## config.mk

```make
export PLATFORM = sky130hd
export DESIGN_NAME = ctrl_fsm
export DESIGN_NICKNAME = d
export VERILOG_FILES = /design/src/rtl/ctrl_pkg.sv /design/src/rtl/ctrl_decode.sv /design/src/rtl/ctrl_fsm.sv
export SDC_FILE = /design/constraint.sdc
export NUM_CORES = 1
export LEC_CHECK = 0
export CAP_MARGIN = 20
export CORE_MARGIN = 1
export CORE_UTILIZATION = 45
export CTS_BUF_LIST = sky130_fd_sc_hd__clkbuf_16
export CTS_CLUSTER_DIAMETER = 100
export DETAILED_ROUTE_END_ITERATION = 10
export PLACE_DENSITY = 0.72
export RECOVER_POWER = 25
export SETUP_SLACK_MARGIN = 0.3
export SKIP_LAST_GASP = 1
export SYNTH_ARGS = -nofsm -noshare
export SYNTH_HDL_FRONTEND = slang
export SYNTH_SLANG_ARGS = --single-unit
```

## constraint.sdc

```tcl
create_clock -name clk -period 2 [get_ports clk]
set_clock_uncertainty 0.2 [all_clocks]
set_input_delay 0.2 -clock clk [delete_from_list [all_inputs] [get_ports clk]]
set_output_delay 0.2 -clock clk [all_outputs]
set_load 0.05 [all_outputs]
```

## src/rtl/ctrl_pkg.sv

```systemverilog
// ctrl_pkg: shared types and constants for the multi-cycle control sequencer.
//   opcode_e : 3-bit instruction opcodes
//   state_e  : sequencer states
//   ALU_*    : alu_op encodings driven to the datapath
//   dec_t    : decoded control bundle produced by ctrl_decode
package ctrl_pkg;

    typedef enum logic [2:0] {
        OP_ADD   = 3'b000,
        OP_RROT  = 3'b001,
        OP_NAND  = 3'b010,
        OP_LOAD  = 3'b011,
        OP_STORE = 3'b100,
        OP_MOVE  = 3'b101,
        OP_BNE   = 3'b110,
        OP_SET   = 3'b111
    } opcode_e;

    typedef enum logic [2:0] {
        ST_IDLE   = 3'd0,
        ST_FETCH  = 3'd1,
        ST_DECODE = 3'd2,
        ST_EXEC   = 3'd3,
        ST_MEM    = 3'd4,
        ST_WB     = 3'd5
    } state_e;

    localparam logic [2:0] ALU_ADD  = 3'b000;
    localparam logic [2:0] ALU_RROT = 3'b001;
    localparam logic [2:0] ALU_NAND = 3'b010;
    localparam logic [2:0] ALU_PASS = 3'b111;

    typedef struct packed {
        logic [2:0] alu_op;
        logic       alu_src;
        logic       is_load;
        logic       is_store;
        logic       is_branch;
        logic       writes_reg;
    } dec_t;

endpackage

```

## src/rtl/ctrl_decode.sv

```systemverilog
// ctrl_decode: combinational opcode -> control bundle.
//   instr_i : latched opcode (OPW bits)
//   dec_o   : {alu_op, alu_src, is_load, is_store, is_branch, writes_reg}
// Address generation for LOAD/STORE uses base + immediate (ADD, alu_src=1).
// BNE passes the register operand through so the ALU zero flag reflects it.
// Opcodes with nonzero bits above bit 2 are NOPs: they pass through WB
// without writing the register file, but still advance the PC.
module ctrl_decode
    import ctrl_pkg::*;
#(
    parameter int OPW = 3
) (
    input  logic [OPW-1:0] instr_i,
    output dec_t           dec_o
);

    logic    nop;
    opcode_e op;

    always_comb begin
        nop              = ((instr_i >> 3) != '0);
        op               = opcode_e'(instr_i[2:0]);
        dec_o.alu_op     = ALU_PASS;
        dec_o.alu_src    = 1'b0;
        dec_o.is_load    = 1'b0;
        dec_o.is_store   = 1'b0;
        dec_o.is_branch  = 1'b0;
        dec_o.writes_reg = 1'b0;
        if (!nop) begin
            case (op)
                OP_ADD: begin
                    dec_o.alu_op     = ALU_ADD;
                    dec_o.writes_reg = 1'b1;
                end
                OP_RROT: begin
                    dec_o.alu_op     = ALU_RROT;
                    dec_o.writes_reg = 1'b1;
                end
                OP_NAND: begin
                    dec_o.alu_op     = ALU_NAND;
                    dec_o.writes_reg = 1'b1;
                end
                OP_LOAD: begin
                    dec_o.alu_op     = ALU_ADD;
                    dec_o.alu_src    = 1'b1;
                    dec_o.is_load    = 1'b1;
                    dec_o.writes_reg = 1'b1;
                end
                OP_STORE: begin
                    dec_o.alu_op     = ALU_ADD;
                    dec_o.alu_src    = 1'b1;
                    dec_o.is_store   = 1'b1;
                end
                OP_MOVE: begin
                    dec_o.alu_op     = ALU_PASS;
                    dec_o.writes_reg = 1'b1;
                end
                OP_BNE: begin
                    dec_o.alu_op     = ALU_PASS;
                    dec_o.is_branch  = 1'b1;
                end
                OP_SET: begin
                    dec_o.alu_op     = ALU_PASS;
                    dec_o.alu_src    = 1'b1;
                    dec_o.writes_reg = 1'b1;
                end
                default: ;
            endcase
        end
    end

endmodule

```

## src/rtl/ctrl_fsm.sv

```systemverilog
// ctrl_fsm: multi-cycle control sequencer (FETCH/DECODE/EXEC/MEM/WB).
//   clk, reset            : clock, synchronous active-high reset
//   start, halt_req       : begin sequencing / stop after current retire
//   instr, instr_valid,
//   instr_ready           : opcode fetch handshake
//   zero, mem_ready       : ALU zero flag, data memory completion
//   alu_op, alu_src,
//   mem_read, mem_write,
//   mem_to_reg, reg_write,
//   pc_inc, branch_taken  : registered datapath strobes
//   busy, mem_err, retired: status (sticky timeout flag, retire counter)
//
// state  | meaning
// -------+------------------------------------------------------------
// IDLE   | stopped; start -> FETCH and clears mem_err
// FETCH  | instr_ready high, latch opcode on instr_valid
// DECODE | one empty cycle
// EXEC   | alu_op/alu_src from opcode; BNE retires here
// MEM    | mem_read/mem_write held; counts wait cycles up to MEM_TMO
// WB     | reg_write, mem_to_reg (LOAD), pc_inc; retires
//
// All outputs are registered from the next state, so they line up with the
// current state without any input-to-output path. Retires decided by an input
// in the same cycle (BNE on zero, STORE on mem_ready) therefore show their
// pc_inc/branch_taken pulse in the cycle right after the retiring edge.
module ctrl_fsm
    import ctrl_pkg::*;
#(
    parameter int OPW     = 3,
    parameter int ALUOPW  = 3,
    parameter int MEM_TMO = 15,
    parameter int CNT_W   = 16
) (
    input  logic              clk,
    input  logic              reset,
    input  logic              start,
    input  logic              halt_req,
    input  logic [OPW-1:0]    instr,
    input  logic              instr_valid,
    output logic              instr_ready,
    input  logic              zero,
    input  logic              mem_ready,
    output logic [ALUOPW-1:0] alu_op,
    output logic              alu_src,
    output logic              mem_read,
    output logic              mem_write,
    output logic              mem_to_reg,
    output logic              reg_write,
    output logic              pc_inc,
    output logic              branch_taken,
    output logic              busy,
    output logic              mem_err,
    output logic [CNT_W-1:0]  retired
);

    localparam int TMO_W = (MEM_TMO > 1) ? $clog2(MEM_TMO) : 1;

    state_e             state_q, state_d;
    logic [OPW-1:0]     opcode_q, opcode_d;
    logic [TMO_W-1:0]   tmo_q, tmo_d;
    logic               mem_err_q, mem_err_d;
    logic [CNT_W-1:0]   retired_q, retired_d;
    logic               retire;
    logic               pc_pulse_d, br_pulse_d;
    dec_t               dec;

    logic               instr_ready_q;
    logic [ALUOPW-1:0]  alu_op_q;
    logic               alu_src_q;
    logic               mem_read_q;
    logic               mem_write_q;
    logic               mem_to_reg_q;
    logic               reg_write_q;
    logic               pc_inc_q;
    logic               branch_taken_q;
    logic               busy_q;

    // Decodes the latched opcode; it is stable whenever state_d is EXEC/MEM/WB.
    ctrl_decode #(.OPW(OPW)) u_decode (
        .instr_i (opcode_q),
        .dec_o   (dec)
    );

    always_comb begin
        state_d    = state_q;
        opcode_d   = opcode_q;
        tmo_d      = tmo_q;
        mem_err_d  = mem_err_q;
        retired_d  = retired_q;
        retire     = 1'b0;
        pc_pulse_d = 1'b0;
        br_pulse_d = 1'b0;
        case (state_q)
            ST_IDLE: begin
                if (start) begin
                    state_d   = ST_FETCH;
                    mem_err_d = 1'b0;
                end
            end
            ST_FETCH: begin
                if (instr_valid) begin
                    opcode_d = instr;
                    state_d  = ST_DECODE;
                end
            end
            ST_DECODE: state_d = ST_EXEC;
            ST_EXEC: begin
                if (dec.is_branch) begin
                    retire     = 1'b1;
                    br_pulse_d = !zero;
                    pc_pulse_d = zero;
                end else if (dec.is_load || dec.is_store) begin
                    state_d = ST_MEM;
                    tmo_d   = '0;
                end else begin
                    state_d = ST_WB;
                end
            end
            ST_MEM: begin
                if (mem_ready) begin
                    if (dec.is_load) begin
                        state_d = ST_WB;
                    end else begin
                        retire     = 1'b1;
                        pc_pulse_d = 1'b1;
                    end
                end else if (tmo_q == TMO_W'(MEM_TMO - 1)) begin
                    // Timed out: abandon the instruction without retiring it.
                    mem_err_d = 1'b1;
                    state_d   = ST_IDLE;
                end else begin
                    tmo_d = tmo_q + 1'b1;
                end
            end
            ST_WB: retire = 1'b1;
            default: state_d = ST_IDLE;
        endcase
        if (retire) begin
            retired_d = retired_q + 1'b1;
            state_d   = halt_req ? ST_IDLE : ST_FETCH;
        end
    end

    always_ff @(posedge clk) begin
        if (reset) begin
            state_q        <= ST_IDLE;
            opcode_q       <= '0;
            tmo_q          <= '0;
            mem_err_q      <= 1'b0;
            retired_q      <= '0;
            instr_ready_q  <= 1'b0;
            alu_op_q       <= ALUOPW'(ALU_PASS);
            alu_src_q      <= 1'b0;
            mem_read_q     <= 1'b0;
            mem_write_q    <= 1'b0;
            mem_to_reg_q   <= 1'b0;
            reg_write_q    <= 1'b0;
            pc_inc_q       <= 1'b0;
            branch_taken_q <= 1'b0;
            busy_q         <= 1'b0;
        end else begin
            state_q        <= state_d;
            opcode_q       <= opcode_d;
            tmo_q          <= tmo_d;
            mem_err_q      <= mem_err_d;
            retired_q      <= retired_d;
            instr_ready_q  <= (state_d == ST_FETCH);
            alu_op_q       <= (state_d == ST_EXEC) ? ALUOPW'(dec.alu_op) : ALUOPW'(ALU_PASS);
            alu_src_q      <= (state_d == ST_EXEC) && dec.alu_src;
            mem_read_q     <= (state_d == ST_MEM) && dec.is_load;
            mem_write_q    <= (state_d == ST_MEM) && dec.is_store;
            mem_to_reg_q   <= (state_d == ST_WB) && dec.is_load;
            reg_write_q    <= (state_d == ST_WB) && dec.writes_reg;
            pc_inc_q       <= (state_d == ST_WB) || pc_pulse_d;
            branch_taken_q <= br_pulse_d;
            busy_q         <= (state_d != ST_IDLE);
        end
    end

    assign instr_ready  = instr_ready_q;
    assign alu_op       = alu_op_q;
    assign alu_src      = alu_src_q;
    assign mem_read     = mem_read_q;
    assign mem_write    = mem_write_q;
    assign mem_to_reg   = mem_to_reg_q;
    assign reg_write    = reg_write_q;
    assign pc_inc       = pc_inc_q;
    assign branch_taken = branch_taken_q;
    assign busy         = busy_q;
    assign mem_err      = mem_err_q;
    assign retired      = retired_q;

endmodule

```

==> impl_metrics.py <==
metrics = {
    "synth": {
        "yosysWarnings": 0,
        "yosysTopAreaCell": "dfxtp_1",
        "synth_area_leaders": "dfxtp_1 (42%), nor2_1 (5.3%), xnor2_1 (3.8%), a21oi_1 (3.5%), xor2_1 (3.3%)",
        "yosysUniqueCellTypes": 53,
        "avgSynthCellArea_um2": 9.278,
        "synth.top_cell.area_share": 0.4208,
        "ys_ff_latch": 39,
        "synth-edff-count": 0,
        "ys_top_cells_by_count": "dfxtp_1 (39), nor2_1 (26), a21oi_1 (13)",
        "synth.net_count": 213,
        "dominantRegCellSynth": "dfxtp_1",
        "ys_seq_area_frac": 0.4208,
        "synth_area_um2": 1856,
        "yosysMostFrequentCell": "dfxtp_1",
        "postSynth.asyncResetShare": 0,
        "syn_inst": 200,
    },
    "clock_tree": {
        "htree_levels": 2,
        "cts_made_buffers": 5,
        "cts_buffer_depth": 2,
        "cts_tree": "built",
        "path_clk_slew_ns": 0.06,
        "clockRootBuffer": "clkbuf_16",
        "clk_latency_ns": 0.28,
        "clock-sinks": 39,
    },
    "final_layout": {
        "final_nets": 290,
        "stdcell_count": 326,
        "multiInputGateArea_um2": 1274,
        "fill_cells": 226,
        "drive_above_1_share": 0.4065,
        "largest_reg_flops": 16,
        "n_antenna_cell": 0,
        "area_growth_syn_to_layout_pct": 62.78,
        "final-seq-area_um2": 812.0,
    },
    "detailed_routing": {
        "via_count": 1951,
        "drt_iter0_drc": 162,
        "firstDrtPassIters": 4,
        "top_layer": "met4",
        "route.detailed.drc": 0,
        "antenna_left": 0,
        "drt_wl_total_um": 6291,
        "wl_met3_um": 426,
        "met1_length_um": 2374,
        "wl_met2_um": 3411,
        "wl_per_cell_um": 19.30,
        "via_per_inst": 5.985,
    },
    "status": {
        "outcome": "finished, final reports clean",
    },
    "timing": {
        "max_freq_mhz": 521.7,
        "maxSlewViolCount": 0,
        "rsz0062_at_grt": "true",
        "slew_headroom": 0.6552,
        "hold_violations": 0,
        "fin_crit_sh": 0.9585,
        "setup_tns_ns": 0,
        "fin_crit_ns": 1.917,
        "worst_pin_slew_ns": 0.5192,
        "setup_viol": 0,
        "worst_slack_ns": 0.08306,
    },
    "grt": {
        "first_global_vias": 1809,
        "groute.usage.overall": 0.2686,
        "grt_max_degree": 20,
        "grt-ovfl-total": 0,
        "antenna_found_initial": 0,
        "grt_pass1_wl_um": 8721,
    },
    "floorplanning": {
        "die_y_um": 66.22,
        "die-area_um2": 4384,
        "core.rowCount": 22,
        "coreArea_um2": 3799,
        "start_util": 0.4885,
        "io_pins": 39,
        "die_w_um": 66.22,
    },
    "power_and_ir_drop": {
        "ir_worst_vdd_mv": 0.7024,
        "power_density_nw_per_um2": 628.9,
        "power_leakage_nw": 1.306,
    },
    "setup_path": {
        "cp-end-kind": "register",
        "slowest_delay_ns": 0.33,
        "arrival_ns": 1.90,
        "critical_path_class": "reg -> reg",
        "slowest_stage": "dfxtp_2",
        "r2r_slack_ns": 0.08,
        "crit_chain": "buf_6, buf_4, nor2b_1, a21oi_1, o21ai_1, nand2_2, nor4b_2",
        "cp-start-kind": "register",
        "crit_path_max_fanout": 6,
        "critPathRequiredTime_ns": 1.99,
    },
    "run": {
        "cap_violations": 0,
    },
    "hold_path": {
        "hold_class": "reg -> reg",
    },
    "placement": {
        "dp.cells": 292,
        "io_buffers": 38,
        "dpl.hpwl_um": 3244,
        "place_ws_ns": -0.06438,
        "place_congestion": 0.8792,
    },
}
## logic make-up (layout without fill, tap and decap cells)
logic type               count (synthesis)  after routing  synth area share
AO/OA/AOI/OAI                           42             42            0.1645
XOR/XNOR                                15             15           0.07080
adder cells (fa/ha/maj)                  3              3           0.02023
buffers and inverters                   17             95           0.04518
flip-flops                              39             39            0.4208
multiplexers                             6              6           0.03237
AND/OR/NAND/NOR                         78             78            0.2461
## report_power, final
group | internal, mW | switching (mW)
clock | 0.448 | 0.291
sequential | 0.796 | 0.0220
combinational | 0.157 | 0.185
## critical path, delay by kind of cell, from the launching register on
| family | cells | cell delay (ns) |
|---|---|---|
| buffers and inverters | 2 | 0.29 |
| and+or+nand+nor | 3 | 0.63 |
| DFF | 1 | 0.33 |
| AOI/OAI and AO/OA | 2 | 0.38 |
## routing by layer
layer  vias up  global-route usage
met5         -                   0
met4         0             0.09840
met3        11             0.06552
met2       102              0.4617
met1       963              0.3208
li1        875                   -
## cell usage in the layout, fill, tap and decap left out, drive strengths merged, types with 5 or more instances in the layout
cell type	synthesis	routed
nor2	26	26
xnor2	8	8
a21oi	14	14
a211oi	5	5
mux2i	6	6
o21ai	7	7
clkbuf	5	5
inv	5	6
nand3	9	9
buf	7	44
dlygate4sd2	0	30
nand2	7	7
clkdlybuf4s50	0	8
dfxtp	39	39
xor2	7	7
## per-stage QoR
stage	cell area, um2	utilization	power (mW)	hold WS, ns
after floorplan	1938	-	0.9759	0.07866
after global placement	2437	0.6416	1.053	0.2754
after detailed placement	2437	0.6416	1.059	0.2993
after CTS	2846	0.7493	1.845	0.3002
after global routing	3020	0.7951	1.957	0.3175
final	3020	0.7951	1.899	0.3005
## cell type report
type,instances,area share
clock buffers,5,0.04142
clock inverters,3,0.003728
inverters,5,0.006214
multi-input cells,144,0.4217
flip-flops and latches,39,0.2688
well taps,48,0.01988
repair buffers,82,0.2382
## path summary, 6_finish.rpt
check                                                 to                      from  cells after the start
worst max-delay path                reg_write$_SDFF_PP0_     state_q[2]$_SDFF_PP0_                      7
worst min-delay path            retired[15]$_SDFFE_PP0P_  retired[15]$_SDFFE_PP0P_                      2
worst max register to register      reg_write$_SDFF_PP0_     state_q[2]$_SDFF_PP0_                      7
worst min register to register  retired[15]$_SDFFE_PP0P_  retired[15]$_SDFFE_PP0P_                      2
## repair_timing
item                       in CTS  in global routing
pin swaps                      18                 20
gates resized for setup        68                 33
hold buffers                    0                  0
setup endpoints to repair      62                 35
buffers inserted               21                  5
Power figures use the tool's default switching activity.
